<file path="src/rtl/hash_pkg.sv">
`timescale 1ns/1ps
`default_nettype none
// ============================================================================
//  Module      : hash_pkg
//  Description : Shared types and helpers for the hash stream packer.
//                FSM state encoding, default widths for SNTRUP757 and the
//                output word count helper.
//  Revision    : 1.0 - initial release
// ============================================================================
package hash_pkg;

    typedef enum logic [1:0] {
        ST_IDLE  = 2'd0,
        ST_RUN   = 2'd1,
        ST_FLUSH = 2'd2,
        ST_DONE  = 2'd3
    } state_t;

    // SNTRUP757 defaults
    localparam int unsigned SNTRUP_P    = 757;
    localparam int unsigned DEF_COEF_W  = 13;
    localparam int unsigned DEF_ADDR_W  = 11;
    localparam int unsigned DEF_OUT_W   = 8;
    localparam int unsigned DEF_MEM_LAT = 1;

    // Number of OUT_W-bit words needed to carry cnt coefficients of coef_w bits.
    function automatic int unsigned words_for(input int unsigned cnt,
                                              input int unsigned coef_w,
                                              input int unsigned out_w);
        return (cnt * coef_w + out_w - 1) / out_w;
    endfunction

endpackage
`default_nettype wire

</file>
<file path="src/rtl/bit_accumulator.sv">
`timescale 1ns/1ps
`default_nettype none
// ============================================================================
//  Module      : bit_accumulator
//  Description : Little-endian bit accumulator. Inserts a COEF_W-bit value at
//                the current fill level and pops OUT_W bits from the bottom.
//                A same-cycle pop is applied before the insert.
//  Ports       : clk, rst_n     - clock, async active-low reset
//                clear          - synchronous empty
//                pop            - drop the low OUT_W bits
//                insert, din    - append din above the valid bits
//                dout           - low OUT_W bits of the accumulator
//                bits           - number of valid bits held
//  Revision    : 1.0 - initial release
// ============================================================================
module bit_accumulator
    import hash_pkg::*;
#(
    parameter  int unsigned COEF_W = DEF_COEF_W,
    parameter  int unsigned OUT_W  = DEF_OUT_W,
    localparam int unsigned ACC_W  = OUT_W + COEF_W - 1,
    localparam int unsigned CNT_W  = $clog2(ACC_W + 1)
) (
    input  logic              clk,
    input  logic              rst_n,
    input  logic              clear,
    input  logic              pop,
    input  logic              insert,
    input  logic [COEF_W-1:0] din,
    output logic [OUT_W-1:0]  dout,
    output logic [CNT_W-1:0]  bits
);

    localparam logic [CNT_W-1:0] c_OUT_BITS  = CNT_W'(OUT_W);
    localparam logic [CNT_W-1:0] c_COEF_BITS = CNT_W'(COEF_W);

    logic [ACC_W-1:0] r_acc;
    logic [ACC_W-1:0] w_acc_pop;
    logic [ACC_W-1:0] w_acc_next;
    logic [CNT_W-1:0] r_bits;
    logic [CNT_W-1:0] w_bits_pop;
    logic [CNT_W-1:0] w_bits_next;

    always_comb begin
        w_acc_pop  = r_acc;
        w_bits_pop = r_bits;
        if (pop) begin
            w_acc_pop  = r_acc >> OUT_W;
            w_bits_pop = r_bits - c_OUT_BITS;
        end
        w_acc_next  = w_acc_pop;
        w_bits_next = w_bits_pop;
        // Upper bits are always zero, so OR-ing places din without masking.
        if (insert) begin
            w_acc_next  = w_acc_pop | (ACC_W'(din) << w_bits_pop);
            w_bits_next = w_bits_pop + c_COEF_BITS;
        end
    end

    always_ff @(posedge clk or negedge rst_n) begin
        if (!rst_n) begin
            r_acc  <= '0;
            r_bits <= '0;
        end else if (clear) begin
            r_acc  <= '0;
            r_bits <= '0;
        end else begin
            r_acc  <= w_acc_next;
            r_bits <= w_bits_next;
        end
    end

    assign dout = r_acc[OUT_W-1:0];
    assign bits = r_bits;

endmodule
`default_nettype wire

</file>
<file path="src/rtl/hash_stream_packer.sv">
`timescale 1ns/1ps
`default_nettype none
// ============================================================================
//  Module      : hash_stream_packer
//  Description : Reads count coefficients from a RAM, packs them little-endian
//                into a bitstream and streams it as OUT_W-bit words over a
//                valid/ready handshake.
//  Ports       : clk, rst_n              - clock, async active-low reset
//                start, count            - run request and coefficient count
//                mem_rd_en, mem_addr     - RAM read strobe and address
//                mem_rdata               - RAM data, MEM_LAT cycles after read
//                out_data/valid/ready    - packed word stream
//                out_last                - final word marker
//                busy, done              - run status, completion pulse
//  Revision    : 1.0 - initial release
// ============================================================================
module hash_stream_packer
    import hash_pkg::*;
#(
    parameter int unsigned COEF_W  = DEF_COEF_W,
    parameter int unsigned ADDR_W  = DEF_ADDR_W,
    parameter int unsigned OUT_W   = DEF_OUT_W,
    parameter int unsigned MEM_LAT = DEF_MEM_LAT
) (
    input  logic              clk,
    input  logic              rst_n,
    input  logic              start,
    input  logic [ADDR_W-1:0] count,
    output logic              mem_rd_en,
    output logic [ADDR_W-1:0] mem_addr,
    input  logic [COEF_W-1:0] mem_rdata,
    output logic [OUT_W-1:0]  out_data,
    output logic              out_valid,
    input  logic              out_ready,
    output logic              out_last,
    output logic              busy,
    output logic              done
);

    localparam int unsigned ACC_W  = OUT_W + COEF_W - 1;
    localparam int unsigned CNT_W  = $clog2(ACC_W + 1);
    // Wide enough for count * COEF_W bits expressed in words.
    localparam int unsigned WCNT_W = ADDR_W + $clog2(COEF_W);
    localparam logic [CNT_W-1:0] c_OUT_BITS = CNT_W'(OUT_W);

    state_t              r_state;
    state_t              w_state_n;
    logic [ADDR_W-1:0]   r_count;
    logic [ADDR_W-1:0]   r_index;
    logic [ADDR_W-1:0]   r_addr;
    logic [MEM_LAT-1:0]  r_pend;
    logic [WCNT_W-1:0]   r_words_left;
    logic [WCNT_W-1:0]   w_words;
    logic                w_inflight;
    logic                w_ret;
    logic                w_issue;
    logic                w_clear;
    logic                w_acc_pop;
    logic [CNT_W-1:0]    w_bits;

    assign w_words    = WCNT_W'(words_for(32'(count), COEF_W, OUT_W));
    assign w_inflight = |r_pend;
    assign w_ret      = r_pend[MEM_LAT-1];

    // One outstanding read; only refill once the accumulator cannot form a word.
    assign w_issue = (r_state == ST_RUN) && (r_index < r_count) &&
                     !w_inflight && (w_bits < c_OUT_BITS);

    assign mem_rd_en = w_issue;
    assign mem_addr  = w_issue ? r_index : r_addr;
    assign busy      = (r_state == ST_RUN) || (r_state == ST_FLUSH);
    assign done      = (r_state == ST_DONE);
    assign w_acc_pop = (r_state == ST_RUN) && out_valid && out_ready;

    bit_accumulator #(
        .COEF_W (COEF_W),
        .OUT_W  (OUT_W)
    ) u_acc (
        .clk    (clk),
        .rst_n  (rst_n),
        .clear  (w_clear),
        .pop    (w_acc_pop),
        .insert (w_ret),
        .din    (mem_rdata),
        .dout   (out_data),
        .bits   (w_bits)
    );

    always_comb begin
        w_state_n = r_state;
        out_valid = 1'b0;
        out_last  = 1'b0;
        w_clear   = 1'b0;
        case (r_state)
            ST_IDLE: begin
                w_clear = 1'b1;
                if (start) begin
                    w_state_n = (count != '0) ? ST_RUN : ST_DONE;
                end
            end
            ST_RUN: begin
                out_valid = (w_bits >= c_OUT_BITS);
                // Only reachable as a full word when the stream length is a
                // multiple of OUT_W; partial tails leave through FLUSH.
                out_last  = out_valid && (r_words_left == WCNT_W'(1));
                if (out_valid && out_ready && out_last) begin
                    w_state_n = ST_DONE;
                end else if ((r_index == r_count) && !w_inflight &&
                             (w_bits < c_OUT_BITS)) begin
                    w_state_n = ST_FLUSH;
                end
            end
            ST_FLUSH: begin
                if (w_bits == '0) begin
                    w_state_n = ST_DONE;
                end else begin
                    out_valid = 1'b1;
                    out_last  = 1'b1;
                    if (out_ready) begin
                        w_state_n = ST_DONE;
                    end
                end
            end
            ST_DONE: begin
                w_clear   = 1'b1;
                w_state_n = ST_IDLE;
            end
            default: w_state_n = ST_IDLE;
        endcase
    end

    always_ff @(posedge clk or negedge rst_n) begin
        if (!rst_n) begin
            r_state      <= ST_IDLE;
            r_count      <= '0;
            r_index      <= '0;
            r_addr       <= '0;
            r_pend       <= '0;
            r_words_left <= '0;
        end else begin
            r_state <= w_state_n;
            r_pend  <= (r_pend << 1) | MEM_LAT'(w_issue);
            if ((r_state == ST_IDLE) && start) begin
                r_count      <= count;
                r_index      <= '0;
                r_words_left <= w_words;
            end else begin
                if (w_issue) begin
                    r_index <= r_index + ADDR_W'(1);
                    r_addr  <= r_index;
                end
                if (out_valid && out_ready) begin
                    r_words_left <= r_words_left - WCNT_W'(1);
                end
            end
        end
    end

endmodule
`default_nettype wire

</file>
<file path="config.mk">
export PLATFORM = sky130hd
export DESIGN_NAME = hash_stream_packer
export DESIGN_NICKNAME = d
export VERILOG_FILES = /design/src/rtl/hash_pkg.sv /design/src/rtl/bit_accumulator.sv /design/src/rtl/hash_stream_packer.sv
export SDC_FILE = /design/constraint.sdc
export NUM_CORES = 1
export LEC_CHECK = 0
export CAP_MARGIN = 0
export CORE_MARGIN = 4
export CORE_UTILIZATION = 35
export CTS_CLUSTER_SIZE = 16
export DETAILED_ROUTE_END_ITERATION = 12
export PLACE_DENSITY = 0.53
export RECOVER_POWER = 100
export SLEW_MARGIN = 20
export SYNTH_ARGS = -nofsm -noshare
export SYNTH_HDL_FRONTEND = slang
export SYNTH_SLANG_ARGS = --single-unit
</file>
<file path="constraint.sdc">
create_clock -name clk -period 2.65 [get_ports clk]
set_clock_uncertainty 0.15 [all_clocks]
set_input_delay 0.53 -clock clk [delete_from_list [all_inputs] [get_ports clk]]
set_output_delay 0.53 -clock clk [all_outputs]
set_load 0.01 [all_outputs]
</file>
# Yosys cells after proc, flatten, opt, wreduce, memory -nomap -nowiden
# Index checks and enable logic that the tools add are counted.
word_totals:
  wordCells: 71
  ff_bits: 76
  in_bits: 28
  out_inout_bits: 24
op_classes:
  eq_ne: 8
  n_mux: 22
  n_addsub: 6
  n_bitwise: 1
  order_cmp: 3
  n_reduce_logical: 21
  n_shift: 1
  multipliers: 1
op_table:
  columns: ["operator", "count"]
  rows:
  - ["two-way mux 20 bit", 3]
  - ["two-way mux 11 bit", 3]
  - ["two-way mux 15 bit", 2]
  - ["bitwise OR 20 bit", 1]
  - ["left shift 13 x 5 -> 20 bit", 1]
  - ["subtractor 16 x 1 -> 17 bit, second input constant", 1]
  - ["adder 15 x 4 -> 16 bit, second input constant", 1]
  - ["equality test 15 x 1 -> 1 bit, second input constant", 1]
  - ["multiplier 11 x 4 -> 15 bit, second input constant", 1]
  - ["two-way mux 5 bit", 3]
  - ["subtractor 15 x 1 -> 15 bit, second input constant", 1]
  - ["logical AND 1 bit", 12]
  - ["two-way mux 2 bit", 6]
  - ["adder 11 x 1 -> 11 bit, second input constant", 1]
  - ["equality test 11 bit", 1]
  - ["less-than comparator 11 bit", 1]
  - ["nonzero test 11 bit", 1]
  - ["case mux 2 bit (4 select lines)", 1]
  - ["adder 5 x 4 -> 5 bit, second input constant", 1]
  - [">= comparator 5 x 4 -> 1 bit, second input constant", 1]
  - ["zero test 5 bit", 1]
  - ["less-than comparator 5 x 4 -> 1 bit, second input constant", 1]
  - ["subtractor 5 x 4 -> 5 bit, second input constant", 1]
  - ["equality test 2 bit, second input constant", 2]
  - ["12 further kinds", 15]

# Longest topological paths before layout
logic_depth:
  depth_word: 10
  depth_mapped: 12
  mapped_depth_nobuf: 12

# Modules after synthesis
# From an unflattened synthesis, not the netlist that was laid out.
hier_totals:
  hier_cells: 639
  hier_area_um2: 6154.7
by_module_without_submodules:
  columns: ["module", "seq_area_each_um2", "cells_per_inst", "area_each_um2", "instances"]
  rows:
  - ["hash_stream_packer", 1276.2, 421, 4086.4, 1]
  - ["bit_accumulator", 625.6, 218, 2068.2, 1]

# Least setup slack after synthesis
# Ideal clock, no wire load.
synth_timing:
  kind: "input to register"
  from: "input port count[2]"
  to: "register r_words_left[10]"
  arrival_time_ns: 2.908
  path_buffers: 0
  setup_time_ns: 0.136
  required_time_ns: 2.364
  path_slack_ns: -0.544
  cell_stages: 11
  cell_sequence: "inv_1 -> ha_1 -> fa_1 -> ha_1 -> ha_1 -> nand4_1 -> a211oi_1 -> nor3_1 -> nor3_1 -> xnor2_1 -> mux2i_1"
synth_between:
  elab_chain_len: 4
synth_lines:
  columns: ["item", "line", "rtl"]
  rows:
  - ["start, declared", "hash_stream_packer.sv:28", "input logic [ADDR_W-1:0] count,"]
  - ["multiplier 11 x 4 -> 15 bit", "hash_pkg.sv:30", "return (cnt * coef_w + out_w - 1) / out_w;"]
  - ["adder 15 x 4 -> 16 bit", "hash_pkg.sv:30", null]
  - ["subtractor 16 x 1 -> 17 bit", "hash_pkg.sv:30", null]
  - ["two-way mux 15 bit", "hash_stream_packer.sv:143", "if ((r_state == ST_IDLE) && start) begin"]
  - ["end signal, assigned", "hash_stream_packer.sv:146", "r_words_left <= w_words;"]
  - ["end signal, assigned", "hash_stream_packer.sv:153", "r_words_left <= r_words_left - WCNT_W'(1);"]
  - ["end, declared", "hash_stream_packer.sv:52", "logic [WCNT_W-1:0] r_words_left;"]
# No other way between the ends.
# A chain may end at the register's enable or synchronous reset.

# Final worst setup path
layout_timing:
  from: "register r_index[6]"
  to: "output port mem_addr[8]"
layout_between:
  elab_chain_len: 5
layout_lines:
  columns: ["item", "line", "rtl"]
  rows:
  - ["start, declared", "hash_stream_packer.sv:49", "logic [ADDR_W-1:0] r_index;"]
  - ["start signal, assigned", "hash_stream_packer.sv:149", "r_index <= r_index + ADDR_W'(1);"]
  - ["less-than comparator 11 bit", "hash_stream_packer.sv:66", "assign w_issue = (r_state == ST_RUN) && (r_index < r_count) &&"]
  - ["logical AND 1 bit (2 in series)", "hash_stream_packer.sv:66", null]
  - ["logical AND 1 bit", "hash_stream_packer.sv:67", "!w_inflight && (w_bits < c_OUT_BITS);"]
  - ["two-way mux 11 bit", null, null]
  - ["end, declared", "hash_stream_packer.sv:30", "output logic [ADDR_W-1:0] mem_addr,"]
# No other way between the ends.

==> tab_implementation.tex <==
\begin{tabular}{lr}
\hline
Metric & Value \\
\hline
\multicolumn{2}{l}{\textbf{STA}} \\
RSZ-0062 raised after global routing & true \\
Number of endpoints failing setup at the final stage & 29 \\
Min setup slack post-route & -0.346 ns \\
Measured slew at the worst slew-check pin & 0.956 ns \\
Number of hold violations in the final report & 0 \\
Period Utilization, post-route & 1.13 \\
Total Neg Setup Slack & -5.53 ns \\
Min cycle time layout & 3.00 ns \\
Highest clock rate & 334 MHz \\
Slew HR & 0.363 \\
Pins Over Slew Limit & 0 \\
\multicolumn{2}{l}{\textbf{Setup path}} \\
Critical Path AT & 2.32 ns \\
Kind of capture point of the worst setup path & primary output \\
Critical path launch point type & flop \\
Maximum fanout count along the critical path & 5 \\
Category of the most critical setup path & flop to primary output \\
Required time at the worst-slack endpoint & 1.97 ns \\
\multicolumn{2}{l}{\textbf{Route}} \\
Metal3 WL & 470 µm \\
Via count of the routed design & 5275 \\
First-pass DRT Iterations & 5 \\
Final routed DRC violation total & 0 \\
Final ANT Viol Nets & 0 \\
Iteration-0 DRC Markers & 299 \\
Routed wl met2 & 7.55 mm \\
Avg Vias per Cell & 5.16 \\
Per-cell routed wire length & 15.6 µm \\
Routed WL & 16.0 mm \\
Highest layer used for signal routing & met4 \\
Met1 Wirelength & 7.71 mm \\
\multicolumn{2}{l}{\textbf{Clocking}} \\
Buffer type at the clock tree root & sky130\_fd\_sc\_hd\_\_clkbuf\_16 \\
CTS tree & built \\
CTS buffer count & 9 \\
Clock transition at path regs & 0.06 ns \\
Number of clock sinks & 76 \\
Clock Path Buffers & 2 \\
Clock latency reported for the late side of the worst-skew pair & 0.34 ns \\
\# H-tree levels & 3 \\
\multicolumn{2}{l}{\textbf{Synthesis}} \\
Cell area after synthesis & 6070 µm² \\
Largest area contributor in the synthesized netlist & sky130\_fd\_sc\_hd\_\_dfrtp\_1 \\
Fraction of the yosys area taken by sequential cells & 0.313 \\
Post-synth EDFFs & 0 \\
Post-synth net total & 736 \\
Cell types occupying the most area after synthesis & sky130\_fd\_sc\_hd\_\_dfrtp\_1 31\%, sky130\_fd\_sc\_hd\_\_ha\_1 13\%, sky130\_fd\_sc\_hd\_\_mux2i\_1 5.9\% \\
Main synth FF type & sky130\_fd\_sc\_hd\_\_dfrtp\_1 \\
Register bit count reported by yosys & 76 \\
Most common cell in the synthesized netlist & sky130\_fd\_sc\_hd\_\_dfrtp\_1 \\
Share of Yosys cell area claimed by the top area cell type & 0.313 \\
Post-synthesis async set-or-reset flop share & 1.00 \\
Post-synthesis area per instance & 9.49 µm² \\
Count of distinct cell types in the synthesized netlist & 66 \\
Leading cell types by count after synthesis & 76 x sky130\_fd\_sc\_hd\_\_dfrtp\_1, 61 x sky130\_fd\_sc\_hd\_\_ha\_1, 50 x sky130\_fd\_sc\_hd\_\_nand2\_1 \\
Synth Warn \# & 0 \\
Mapped Cells & 640 \\
\multicolumn{2}{l}{\textbf{Place}} \\
DPL Wire Length & 12.2 mm \\
Placer's final routability congestion estimate & 0.848 \\
Port buffer count & 51 \\
Cell Area, Placed & 7910 µm² \\
\multicolumn{2}{l}{\textbf{Finish}} \\
Fraction of final layout cells with drive strength greater than 1 & 0.353 \\
Synthesis-to-layout area growth & 42.5\% \\
Final Cell Area & 8660 µm² \\
\# diodes & 0 \\
Number of nets in the final layout & 894 \\
\multicolumn{2}{l}{\textbf{Global routing}} \\
Global-route wire length before repair & 26.6 mm \\
Aggregate global routing overflow & 0 \\
Number of global-route vias before repair & 5400 \\
Largest net degree at the start of global routing & 35 \\
Antenna violations before repair & 0 \\
Overall routing resource usage & 0.164 \\
\multicolumn{2}{l}{\textbf{Power and ir drop}} \\
Largest voltage drop on the vdd net & 0.421 mV \\
Static Leakage & 3.72 nW \\
Power per cell area & 906 nW/µm² \\
\multicolumn{2}{l}{\textbf{Floorplanning}} \\
Number of cell rows & 47 \\
Floorplan die area & 19500 µm² \\
Effective utilization at floorplan & 0.361 \\
CORE AREA & 16800 µm² \\
Y dimension of the die & 140 µm \\
Chip Width & 140 µm \\
I/O pin count & 52 \\
\multicolumn{2}{l}{\textbf{Flow run}} \\
Max Cap Violations & 0 \\
\multicolumn{2}{l}{\textbf{Hold path}} \\
Hold WC Path Type & flop to flop \\
\multicolumn{2}{l}{\textbf{Status}} \\
Violations in the final reports & negative setup slack \\
Status & finished with violations \\
\hline
\end{tabular}
flip-flops by register name, indices dropped and copies added, names as in the netlist:
name and cells:
r_addr 11, r_count 11, r_index 11, r_pend 1, r_state 2, r_words_left 15
u_acc.bits 5, u_acc.r_acc 20
cells by family (layout without fill, tap and decap cells):
| logic type | after synthesis | after routing | synth area share |
|---|---|---|---|
| and+or+nand+nor | 189 | 189 | 0.168 |
| AOI/OAI and AO/OA | 137 | 137 | 0.144 |
| DFF | 76 | 76 | 0.313 |
| buffers and inverters | 76 | 238 | 0.0556 |
| adders and majority gates | 68 | 68 | 0.149 |
| muxes | 66 | 66 | 0.130 |
| xor gates and xnor gates | 28 | 28 | 0.0404 |
per-stage QoR:
| step | instances | util | power [mW] | hold WS, ns | setup slack [ns] |
|---|---|---|---|---|---|
| after floorplan | 640 | - | 4.49 | 0.0844 | -0.318 |
| after global placement | 996 | 0.470 | 6.13 | 0.332 | -1.09 |
| after detailed placement | 996 | 0.470 | 6.20 | 0.336 | -1.15 |
| after CTS | 1018 | 0.509 | 7.78 | 0.348 | -0.383 |
| after global routing | 1022 | 0.515 | 8.47 | 0.375 | -0.435 |
| final | 1022 | 0.515 | 7.85 | 0.342 | -0.346 |
path summary, 6_finish.rpt:
kind                                        startpoint                            to  slack, ns  depth (start not counted)
worst max-delay path            r_index[6]$_DFFE_PN0P_                   mem_addr[8]      -0.35                          9
worst min-delay path            r_count[0]$_DFFE_PN0P_        r_count[0]$_DFFE_PN0P_       0.34                          2
worst max register to register  r_state[0]$_DFFE_PN0P_     u_acc.r_acc[14]$_DFF_PN0_      -0.12                          8
worst min register to register  r_count[0]$_DFFE_PN0P_        r_count[0]$_DFFE_PN0P_       0.34                          2
max in group asynchronous                        rst_n        r_count[1]$_DFFE_PN0P_       0.40                          3
min in group asynchronous                        rst_n  r_words_left[13]$_DFFE_PN0P_       0.67                          2
report_power, final:
group	internal (mW)	leakage, nW	switching (mW)
clock network	0.777	0.145	0.481
registers	1.51	1.00	0.199
logic	2.41	2.58	2.47
total	4.70	3.72	3.15
layout make-up:
class	count	area, µm²
Clock buffer	12	256
Clock inverter	3	46.3
Fill cell	1586	8160
Inverter	41	176
Multi-Input combinational cell	488	4500
Sequential cell	76	1900
Tap cell	220	275
Timing Repair Buffer	182	1500
worst max-delay path, stage by stage, from the launching register on:
cell                       delay, ns
sky130_fd_sc_hd__dfrtp_1        0.43
sky130_fd_sc_hd__ha_4           0.31
sky130_fd_sc_hd__nand4_1        0.10
sky130_fd_sc_hd__o21bai_4       0.20
sky130_fd_sc_hd__a31o_4         0.23
sky130_fd_sc_hd__nand2_4        0.09
sky130_fd_sc_hd__inv_8          0.05
sky130_fd_sc_hd__buf_4          0.13
sky130_fd_sc_hd__mux2_4         0.30
sky130_fd_sc_hd__buf_6          0.12
metal layers:
layer,GRT usage,vias to the layer above
met5,0,-
met4,0.0484,0
met3,0.0244,16
met2,0.268,84
met1,0.227,2553
li1,-,2622
layout by cell type, fill, tap and decap left out, types with 5 or more instances in the layout:
cell and instances:
sky130_fd_sc_hd__buf_4 118, sky130_fd_sc_hd__dfrtp_1 76, sky130_fd_sc_hd__nand2_1 49, sky130_fd_sc_hd__o21ai_0 40, sky130_fd_sc_hd__mux2i_1 36, sky130_fd_sc_hd__nor2_1 35
sky130_fd_sc_hd__inv_1 32, sky130_fd_sc_hd__ha_4 31, sky130_fd_sc_hd__ha_1 27, sky130_fd_sc_hd__clkdlybuf4s50_1 25, sky130_fd_sc_hd__a21oi_1 21, sky130_fd_sc_hd__xnor2_1 20
sky130_fd_sc_hd__buf_6 17, sky130_fd_sc_hd__nand3_1 15, sky130_fd_sc_hd__nand4_1 12, sky130_fd_sc_hd__mux2_2 12, sky130_fd_sc_hd__nor3_1 11, sky130_fd_sc_hd__nand2b_1 9
sky130_fd_sc_hd__o211ai_1 9, sky130_fd_sc_hd__mux2_4 9, sky130_fd_sc_hd__clkbuf_16 9, sky130_fd_sc_hd__mux4_2 8, sky130_fd_sc_hd__a21oi_2 8, sky130_fd_sc_hd__and3_1 7
sky130_fd_sc_hd__nor2b_1 7, sky130_fd_sc_hd__xor2_1 7, sky130_fd_sc_hd__o21a_1 6, sky130_fd_sc_hd__o21ai_1 6, sky130_fd_sc_hd__inv_2 6, sky130_fd_sc_hd__buf_2 6
sky130_fd_sc_hd__a22o_1 5, sky130_fd_sc_hd__fa_1 5
timing repair:
action,4_1_cts,5_1_grt
gates resized for setup,144,40
pin swaps,30,36
setup endpoints to repair,26,29
setup buffers,7,6
endpoints found under the hold margin,2,0
hold buffers,1,0
Note: power is estimated with default switching activity, not from simulation.
